===== config.mk =====
export PLATFORM = sky130hd
export DESIGN_NAME = uart_tx_arbiter
export DESIGN_NICKNAME = d
export VERILOG_FILES = /design/src/rtl/uart_tx_arbiter_pkg.sv /design/src/rtl/uart_tx_arbiter_rr_pick.sv /design/src/rtl/uart_tx_arbiter.sv
export SDC_FILE = /design/constraint.sdc
export NUM_CORES = 1
export LEC_CHECK = 0
export ABC_CLOCK_PERIOD_IN_PS = 4300
export CORE_ASPECT_RATIO = 1.25
export CORE_MARGIN = 1.5
export CORE_UTILIZATION = 30
export CTS_BUF_LIST = sky130_fd_sc_hd__clkbuf_8
export DETAILED_ROUTE_END_ITERATION = 7
export SLEW_MARGIN = 20
export SYNTH_ARGS = -nofsm -noshare
export SYNTH_HDL_FRONTEND = slang
export SYNTH_SLANG_ARGS = --single-unit

===== constraint.sdc =====
create_clock -name clk -period 4.3 [get_ports clk]
set_input_delay 0.86 -clock clk [delete_from_list [all_inputs] [get_ports clk]]
set_output_delay 0.86 -clock clk [all_outputs]
set_load 0.03 [all_outputs]

===== src/rtl/uart_tx_arbiter_pkg.sv =====
// Shared UART arbiter types: FSM state encoding and data width.
package uart_tx_arbiter_pkg;

  localparam int unsigned UART_DATA_W = 8;

  typedef enum logic [1:0] {
    ARB_IDLE   = 2'd0,
    ARB_START  = 2'd1,
    ARB_ACTIVE = 2'd2,
    ARB_DONE   = 2'd3
  } arb_state_e;

endpackage


===== src/rtl/uart_tx_arbiter_rr_pick.sv =====
// Combinational round-robin picker: first valid requester after rr_ptr_i, with wrap.
module uart_tx_arbiter_rr_pick #(
  parameter int unsigned N_REQ = 4,
  parameter int unsigned ID_W  = $clog2(N_REQ)
) (
  input  logic [N_REQ-1:0] req_valid_i,
  input  logic [ID_W-1:0]  rr_ptr_i,
  output logic [ID_W-1:0]  winner_o,
  output logic             any_valid_o
);

  logic [ID_W-1:0] idx;

  // Scan rr_ptr+1 .. rr_ptr+N_REQ (mod N_REQ); the first set bit wins.
  always_comb begin
    winner_o    = '0;
    any_valid_o = 1'b0;
    idx         = '0;
    for (int unsigned off = 1; off <= N_REQ; off++) begin
      idx = ID_W'((32'(rr_ptr_i) + off) % N_REQ);
      if (!any_valid_o && req_valid_i[idx]) begin
        winner_o    = idx;
        any_valid_o = 1'b1;
      end
    end
  end

endmodule


===== src/rtl/uart_tx_arbiter.sv =====
// Round-robin arbiter sharing one UART transmitter among N_REQ byte requesters.
// Optional frame timeout enabled by defining UART_ARB_TIMEOUT_EN.
module uart_tx_arbiter
  import uart_tx_arbiter_pkg::*;
#(
  parameter int unsigned N_REQ       = 4,
  parameter int unsigned ID_W        = $clog2(N_REQ),
  parameter int unsigned TIMEOUT_CYC = 4096
) (
  input  logic                         clk,
  input  logic                         rst,
  input  logic [N_REQ-1:0]             req_valid,
  input  logic [UART_DATA_W*N_REQ-1:0] req_data,
  output logic [N_REQ-1:0]             req_ack,
  output logic                         tx_start,
  output logic [UART_DATA_W-1:0]       tx_data,
  input  logic                         tx_active,
  input  logic                         tx_done,
  output logic [ID_W-1:0]              grant_id,
  output logic                         busy,
  output logic                         timeout_err
);

  // Reject configurations outside the supported range at elaboration.
  if (N_REQ < 2 || N_REQ > 8 || TIMEOUT_CYC < 2) begin : g_bad_cfg
    $error("uart_tx_arbiter: unsupported N_REQ/TIMEOUT_CYC");
  end

  arb_state_e             state_q, state_d;
  logic [N_REQ-1:0]       req_ack_q, req_ack_d;
  logic                   tx_start_q, tx_start_d;
  logic [UART_DATA_W-1:0] tx_data_q, tx_data_d;
  logic [ID_W-1:0]        grant_id_q, grant_id_d;
  logic                   busy_q, busy_d;
  logic [ID_W-1:0]        rr_ptr_q, rr_ptr_d;

  logic [ID_W-1:0]        winner;
  logic                   any_valid;
  logic [UART_DATA_W-1:0] req_bytes [N_REQ];

`ifdef UART_ARB_TIMEOUT_EN
  localparam int unsigned CNT_W = $clog2(TIMEOUT_CYC);
  logic [CNT_W-1:0] cnt_q, cnt_d;
  logic             timeout_err_q, timeout_err_d;
  logic             frame_expired;

  assign frame_expired = (cnt_q == CNT_W'(TIMEOUT_CYC - 1));
  assign timeout_err   = timeout_err_q;
`else
  assign timeout_err   = 1'b0;
`endif

  // Split the flat request bus into per-requester bytes.
  for (genvar g = 0; g < N_REQ; g++) begin : g_bytes
    assign req_bytes[g] = req_data[g*UART_DATA_W +: UART_DATA_W];
  end

  uart_tx_arbiter_rr_pick #(
    .N_REQ (N_REQ),
    .ID_W  (ID_W)
  ) u_pick (
    .req_valid_i (req_valid),
    .rr_ptr_i    (rr_ptr_q),
    .winner_o    (winner),
    .any_valid_o (any_valid)
  );

  // Next-state and next-output logic for the grant/frame FSM.
  always_comb begin
    state_d    = state_q;
    req_ack_d  = '0;
    tx_start_d = 1'b0;
    tx_data_d  = tx_data_q;
    grant_id_d = grant_id_q;
    busy_d     = busy_q;
    rr_ptr_d   = rr_ptr_q;
`ifdef UART_ARB_TIMEOUT_EN
    cnt_d         = cnt_q;
    timeout_err_d = timeout_err_q;
`endif
    case (state_q)
      ARB_IDLE: begin
        if (any_valid) begin
          tx_data_d  = req_bytes[winner];
          grant_id_d = winner;
          req_ack_d  = N_REQ'(1) << winner;
          tx_start_d = 1'b1;
          busy_d     = 1'b1;
          state_d    = ARB_START;
`ifdef UART_ARB_TIMEOUT_EN
          cnt_d      = '0;
`endif
        end
      end
      ARB_START: begin
`ifdef UART_ARB_TIMEOUT_EN
        cnt_d = cnt_q + CNT_W'(1);
`endif
        if (tx_done) begin
          state_d = ARB_DONE;
`ifdef UART_ARB_TIMEOUT_EN
        end else if (frame_expired) begin
          timeout_err_d = 1'b1;
          state_d       = ARB_DONE;
`endif
        end else if (tx_active) begin
          state_d = ARB_ACTIVE;
        end
      end
      ARB_ACTIVE: begin
`ifdef UART_ARB_TIMEOUT_EN
        cnt_d = cnt_q + CNT_W'(1);
`endif
        if (tx_done) begin
          state_d = ARB_DONE;
`ifdef UART_ARB_TIMEOUT_EN
        end else if (frame_expired) begin
          timeout_err_d = 1'b1;
          state_d       = ARB_DONE;
`endif
        end
      end
      ARB_DONE: begin
        rr_ptr_d = grant_id_q;
        busy_d   = 1'b0;
        state_d  = ARB_IDLE;
      end
    endcase
  end

  // State and output registers; reset aborts any frame in flight.
  always_ff @(posedge clk or negedge rst) begin
    if (!rst) begin
      state_q       <= ARB_IDLE;
      req_ack_q     <= '0;
      tx_start_q    <= 1'b0;
      tx_data_q     <= '0;
      grant_id_q    <= '0;
      busy_q        <= 1'b0;
      rr_ptr_q      <= ID_W'(N_REQ - 1);
`ifdef UART_ARB_TIMEOUT_EN
      cnt_q         <= '0;
      timeout_err_q <= 1'b0;
`endif
    end else begin
      state_q       <= state_d;
      req_ack_q     <= req_ack_d;
      tx_start_q    <= tx_start_d;
      tx_data_q     <= tx_data_d;
      grant_id_q    <= grant_id_d;
      busy_q        <= busy_d;
      rr_ptr_q      <= rr_ptr_d;
`ifdef UART_ARB_TIMEOUT_EN
      cnt_q         <= cnt_d;
      timeout_err_q <= timeout_err_d;
`endif
    end
  end

  assign req_ack  = req_ack_q;
  assign tx_start = tx_start_q;
  assign tx_data  = tx_data_q;
  assign grant_id = grant_id_q;
  assign busy     = busy_q;

endmodule


Word level (Yosys, flattened, before mapping)
Index checks and enable logic that the tools add are counted.

storage, ports and cells
  register bits after elaboration = 20
  bits in latches = 0
  RAM bits = 0
  memory bits (read-only) = 0
  input port bits = 40
  output and inout port bits = 17
  logic and storage cells = 65
  memories kept = 0

cells by class
  add/subtract/negate cells = 4
  multipliers = 0
  divide/modulo/power cells = 0
  $lt $le $gt $ge = 5
  equality and inequality tests = 6
  shift-type cells = 1
  mux-type cells = 30
  bitwise logic cells = 1
  reductions and logical operators = 11

operators by type and width
  kind                 count
  $bmux 8 s2           1
  $mux 2               8
  $mux 8               2
  $lt 2x3->1 const B   4
  $mux 1               11
  $bmux 1 s2           4
  $mux 4               2
  $pmux 2 s4           1
  $add 2x1->2 const B  2
  $add 2x2->2 const B  2
  $eq 2x2->1 const B   2
  $ne 2x2->1 const B   2
  $reduce_and 2->1     2
  $shl 1x2->4 const A  1
  $ge 3x3->1 const B   1
  $logic_and 1x1->1    3
  $logic_not 1->1      3
  $ne 3x3->1 const B   1
  $not 2->3            1
  $reduce_and 3->1     1
  $eq 2x1->1 const B   1
  $logic_not 2->1      1
  $pmux 1 s2           1
  $reduce_bool 2->1    1

Longest topological paths before layout
  depth after elaboration = 17
  depth in mapped cells = 7
  gate-level depth less buffers = 6

By module
From an unflattened synthesis, not the netlist that was laid out.

unflattened totals
  cells, all modules = 110
  area, all modules = 1178.6 sq um

by module, submodules not included
  module                   instances  cells an instance  area an instance (sq um)  sequential area each (sq um)
  uart_tx_arbiter          1          96                 1087.3                    503.0
  uart_tx_arbiter_rr_pick  1          14                 91.3                      0.0

Worst setup path after synthesis
Ideal clock, no wire load.

  kind = input-to-reg
  start point = input req_valid[3]
  end point = register tx_data_q[0], in the netlist tx_data[0]
  setup time = 0.135 ns
  arrival = 2.088 ns
  required time = 4.165 ns
  slack = 2.078 ns
  stages on the path = 6
  buffers on the path = 1
  cell sequence = a21bo_2 -> a21oi_4 -> or3_1 -> buf_6 -> a2111oi_2 -> a211oi_1

between the ends
  longest elaborated chain between the ends = 16
  elaborated cells on any way between the ends = 27
  those cells by class = mux: 19; bitwise: 1; reduce/logical: 7

RTL lines
  item                                       line                           RTL
  start, declared                            uart_tx_arbiter.sv:12          input logic [N_REQ-1:0] req_valid,
  $bmux 1 s2                                 uart_tx_arbiter_rr_pick.sv:21  if (!any_valid_o && req_valid_i[idx]) begin
  $mux 1 (not written as such)               uart_tx_arbiter_rr_pick.sv:21
  $mux 1                                     uart_tx_arbiter_rr_pick.sv:21
  $logic_not 1->1                            uart_tx_arbiter_rr_pick.sv:21
  $logic_and 1x1->1                          uart_tx_arbiter_rr_pick.sv:21
  $mux 1                                     uart_tx_arbiter_rr_pick.sv:21
  $logic_not 1->1                            uart_tx_arbiter_rr_pick.sv:21
  $logic_and 1x1->1                          uart_tx_arbiter_rr_pick.sv:21
  $mux 1                                     uart_tx_arbiter_rr_pick.sv:21
  $logic_not 1->1                            uart_tx_arbiter_rr_pick.sv:21
  $logic_and 1x1->1                          uart_tx_arbiter_rr_pick.sv:21
  $mux 2                                     uart_tx_arbiter_rr_pick.sv:21
  $not 2->3 (not written as such)            uart_tx_arbiter.sv:84          tx_data_d = req_bytes[winner];
  $bmux 8 s2                                 uart_tx_arbiter.sv:84
  $mux 8 (not written as such) (2 in a row)  uart_tx_arbiter.sv:84
  end signal, assigned                       uart_tx_arbiter.sv:149         tx_data_q <= tx_data_d;
  end, declared                              uart_tx_arbiter.sv:32          logic [UART_DATA_W-1:0] tx_data_q, tx_data_d;

Parallel ways exist; a longest one is shown, timed or not. The select of a mux whose other input is x is not followed.
A chain may end at the register's enable or synchronous reset.

Worst setup path after layout
  start point = input req_valid[2]
  end point = register tx_data_q[2], in the netlist tx_data[2]

The elaborated chain is that of the path after synthesis.

==> results_dict.tcl <==
set metrics [dict create \
    drv_slew 0 \
    drtAntennaViolNets 0 \
    setup_violations 0 \
    synth.distinct_cells 39 \
    grt_max_degree 21 \
    layout-drive-gt1-share_pct 12.6 \
    critical-path-max-stage-delay_ps 620 \
    n_antenna_cell 0 \
    gp_congestion 0.772 \
    grt_pass1_wl_microns 6080 \
    stdcell_count 239 \
    nets 228 \
    clk-insertion-delay-late_ps 250 \
    coreArea_sq_mm 0.00416 \
    antenna_found_initial 0 \
    yosysWarnings 0 \
    cts_made_buffers 3 \
    cts_tree "yes" \
    synth_seq_cells 20 \
    layout_commonest_cell "clkdlybuf4s50_1" \
    netlist.area_leader.share_pct 34.1 \
    cp-start-kind "primary input" \
    hold_ws_ps 538 \
    syn-instance-count 131 \
    cts-resized-gates 0 \
    vdd_drop_max_mv 0.359 \
    avgViaCountPerCell 4.96 \
    final_cell_mix "clkdlybuf4s50_1, dfrtp_1, nand2_1, nor2_1, mux2i_1" \
    root_buffer "clkbuf_8" \
    seq_area_frac_synth_pct 38.1 \
    die_w_microns 62.3 \
    clk_pin_slew_worst_paths_ps 80 \
    ios 57 \
    cellPowerDensity_mw_per_mm2 623 \
    crit_chain "clkdlybuf4s50_1 > or4_1 > nand2_2 > inv_2 > and2_1 > a211oi_1" \
    cts_sinks 20 \
    grt_use_total_pct 15.6 \
    status "completed" \
    crit_fanout 13 \
    timing.critical_path.to_type "flop" \
    criticalPathCategory "primary input to flop" \
    portBuffers 55 \
    yosys.area.top_type "dfrtp_1" \
    syn_nets 175 \
    grt_pass1_vias 1219 \
    syn_area_sq_mm 0.00132 \
    fmaxAchievable_ghz 0.341 \
    htree_levels 1 \
    relSlewSlack_pct 41.3 \
    hold_viol 0 \
    wl_microns 3570 \
    r2r_slack_ps 2050 \
    row_count 26 \
    drcViolationCount 0 \
    crit_path_top_delay_cell "or4_1" \
    via_count 1186 \
    fin_crit_sh_pct 68.1 \
    ys.flop_type "dfrtp_1" \
    cp_data_required_time_ps 4460 \
    max_cap_violations 0 \
    synthArstFlopShare_pct 100 \
    power_leakage_nw 0.785 \
    critPathArrivalTime_ps 3090 \
    synth_edf_count 0 \
    worst_pin_slew_ps 878 \
    p_total_mw 1.21 \
    crit_buf_inv 2 \
    cts_post_setup_buffers_inserted 0 \
    setup_ws_ps 1370 \
    hold_class "flop to flop" \
    cp_top_family "simple AND/OR/NAND/NOR gates" \
    hpwl_microns 2820 \
    cts_hold_buffers 0 \
    chipHeight_microns 77.2 \
    drt-initial-drc-count 40 \
    layout_min_cycle_time_ps 2930 \
    initial_core_util_pct 31.7 \
    n_fill_cell 406 \
    syn_avg_cell_area_sq_um 10.1 \
    dieArea_sq_mm 0.00481 \
    wl_per_cell_microns 14.9 \
    tns_ps 0 \
    rsz0062_at_grt "false" \
    skew_ps 3.87 \
    dp.cells 235 \
    overflow 0 \
    area_delta_synth_final_pct 47.0 \
    dp_worst_setup_slack_ps 1100 \
    clockBufferDepth 2 \
    drt_pass1_iterations 4 \
    synth.area.top_cells "dfrtp_1, mux2i_1, a2111oi_2, a2111oi_4, a211oi_1" \
]
power breakdown:
group	internal (mW)	switching [mW]
Combinational	0.299	0.417
Sequential	0.282	0.0683
Clock	0.0813	0.0615
Total	0.663	0.547
worst paths after layout:
check                                        start                 endpoint  depth (start not counted)
setup reg to reg           rr_ptr_q[1]$_DFFE_PN1P_   tx_data[2]$_DFFE_PN0P_                          5
min in group asynchronous                      rst   tx_data[2]$_DFFE_PN0P_                          1
max in group asynchronous                      rst         busy$_DFFE_PN0P_                          1
hold / removal             grant_id[0]$_DFFE_PN0P_  grant_id[0]$_DFFE_PN0P_                          1
hold reg to reg            grant_id[0]$_DFFE_PN0P_  grant_id[0]$_DFFE_PN0P_                          1
setup / recovery                      req_valid[2]   tx_data[2]$_DFFE_PN0P_                          6
layer usage:
layer	track usage (%)	up-vias	wire, microns	part of all wire, %
met5	0	-	0	0
met4	3.33	0	15	0.42
met3	3.67	2	246	6.9
met2	28.2	51	1750	49
met1	18.9	559	1560	44
li1	-	574	-	-
stage by stage:
stage	cell area (sq um)	util, %
CTS	1940	46.6
floorplan	1320	-
global route	1940	46.6
global placement	1890	45.3
finish	1940	46.6
detailed placement	1890	45.3
state kept, by name (all words and copies together), names as in the netlist:
name      count
busy          1
grant_id      2
req_ack       4
rr_ptr_q      2
state_q       2
tx_data       8
tx_start      1
area by class of cell:
class                   count  area [sq um]  share of cell area, %
repair buffers             55           551                   28.4
inverters                   8          30.0                   1.55
clock buffers               4          55.1                   2.84
well taps                  56          70.1                   3.61
flip-flops and latches     20           503                   25.9
multi-input cells          96           732                   37.7
logic make-up after synthesis:
group / count (synthesis) / share of synthesized area (%)
simple gates: 46 / 17.0
compound gates: 33 / 25.1
flops: 20 / 38.1
buf+inv: 15 / 6.45
mux: 12 / 9.29
fa+ha+maj: 4 / 3.79
other cells: 1 / 0.284
worst register-to-register path, delay by kind of cell (launching register included):
| family | cells | cell delay, ps |
|---|---|---|
| multiplexers | 1 | 230 |
| flip-flops | 1 | 620 |
| AO/OA/AOI/OAI | 2 | 580 |
| AND/OR/NAND/NOR | 2 | 690 |
cell usage after synthesis (2+ instances only):
| master | count |
|---|---|
| o22a_1 | 2 |
| buf_2 | 2 |
| mux2_2 | 2 |
| a2111oi_4 | 2 |
| buf_6 | 3 |
| mux2i_1 | 10 |
| nor3_1 | 9 |
| nor2_1 | 12 |
| dfstp_2 | 2 |
| a2111oi_2 | 6 |
| nand2b_1 | 2 |
| a211oi_1 | 7 |
| ha_1 | 4 |
| o21ai_0 | 6 |
| inv_1 | 7 |
| dfrtp_1 | 18 |
| nand2_1 | 14 |
| a21oi_1 | 2 |
Power figures use the tool's default switching activity.
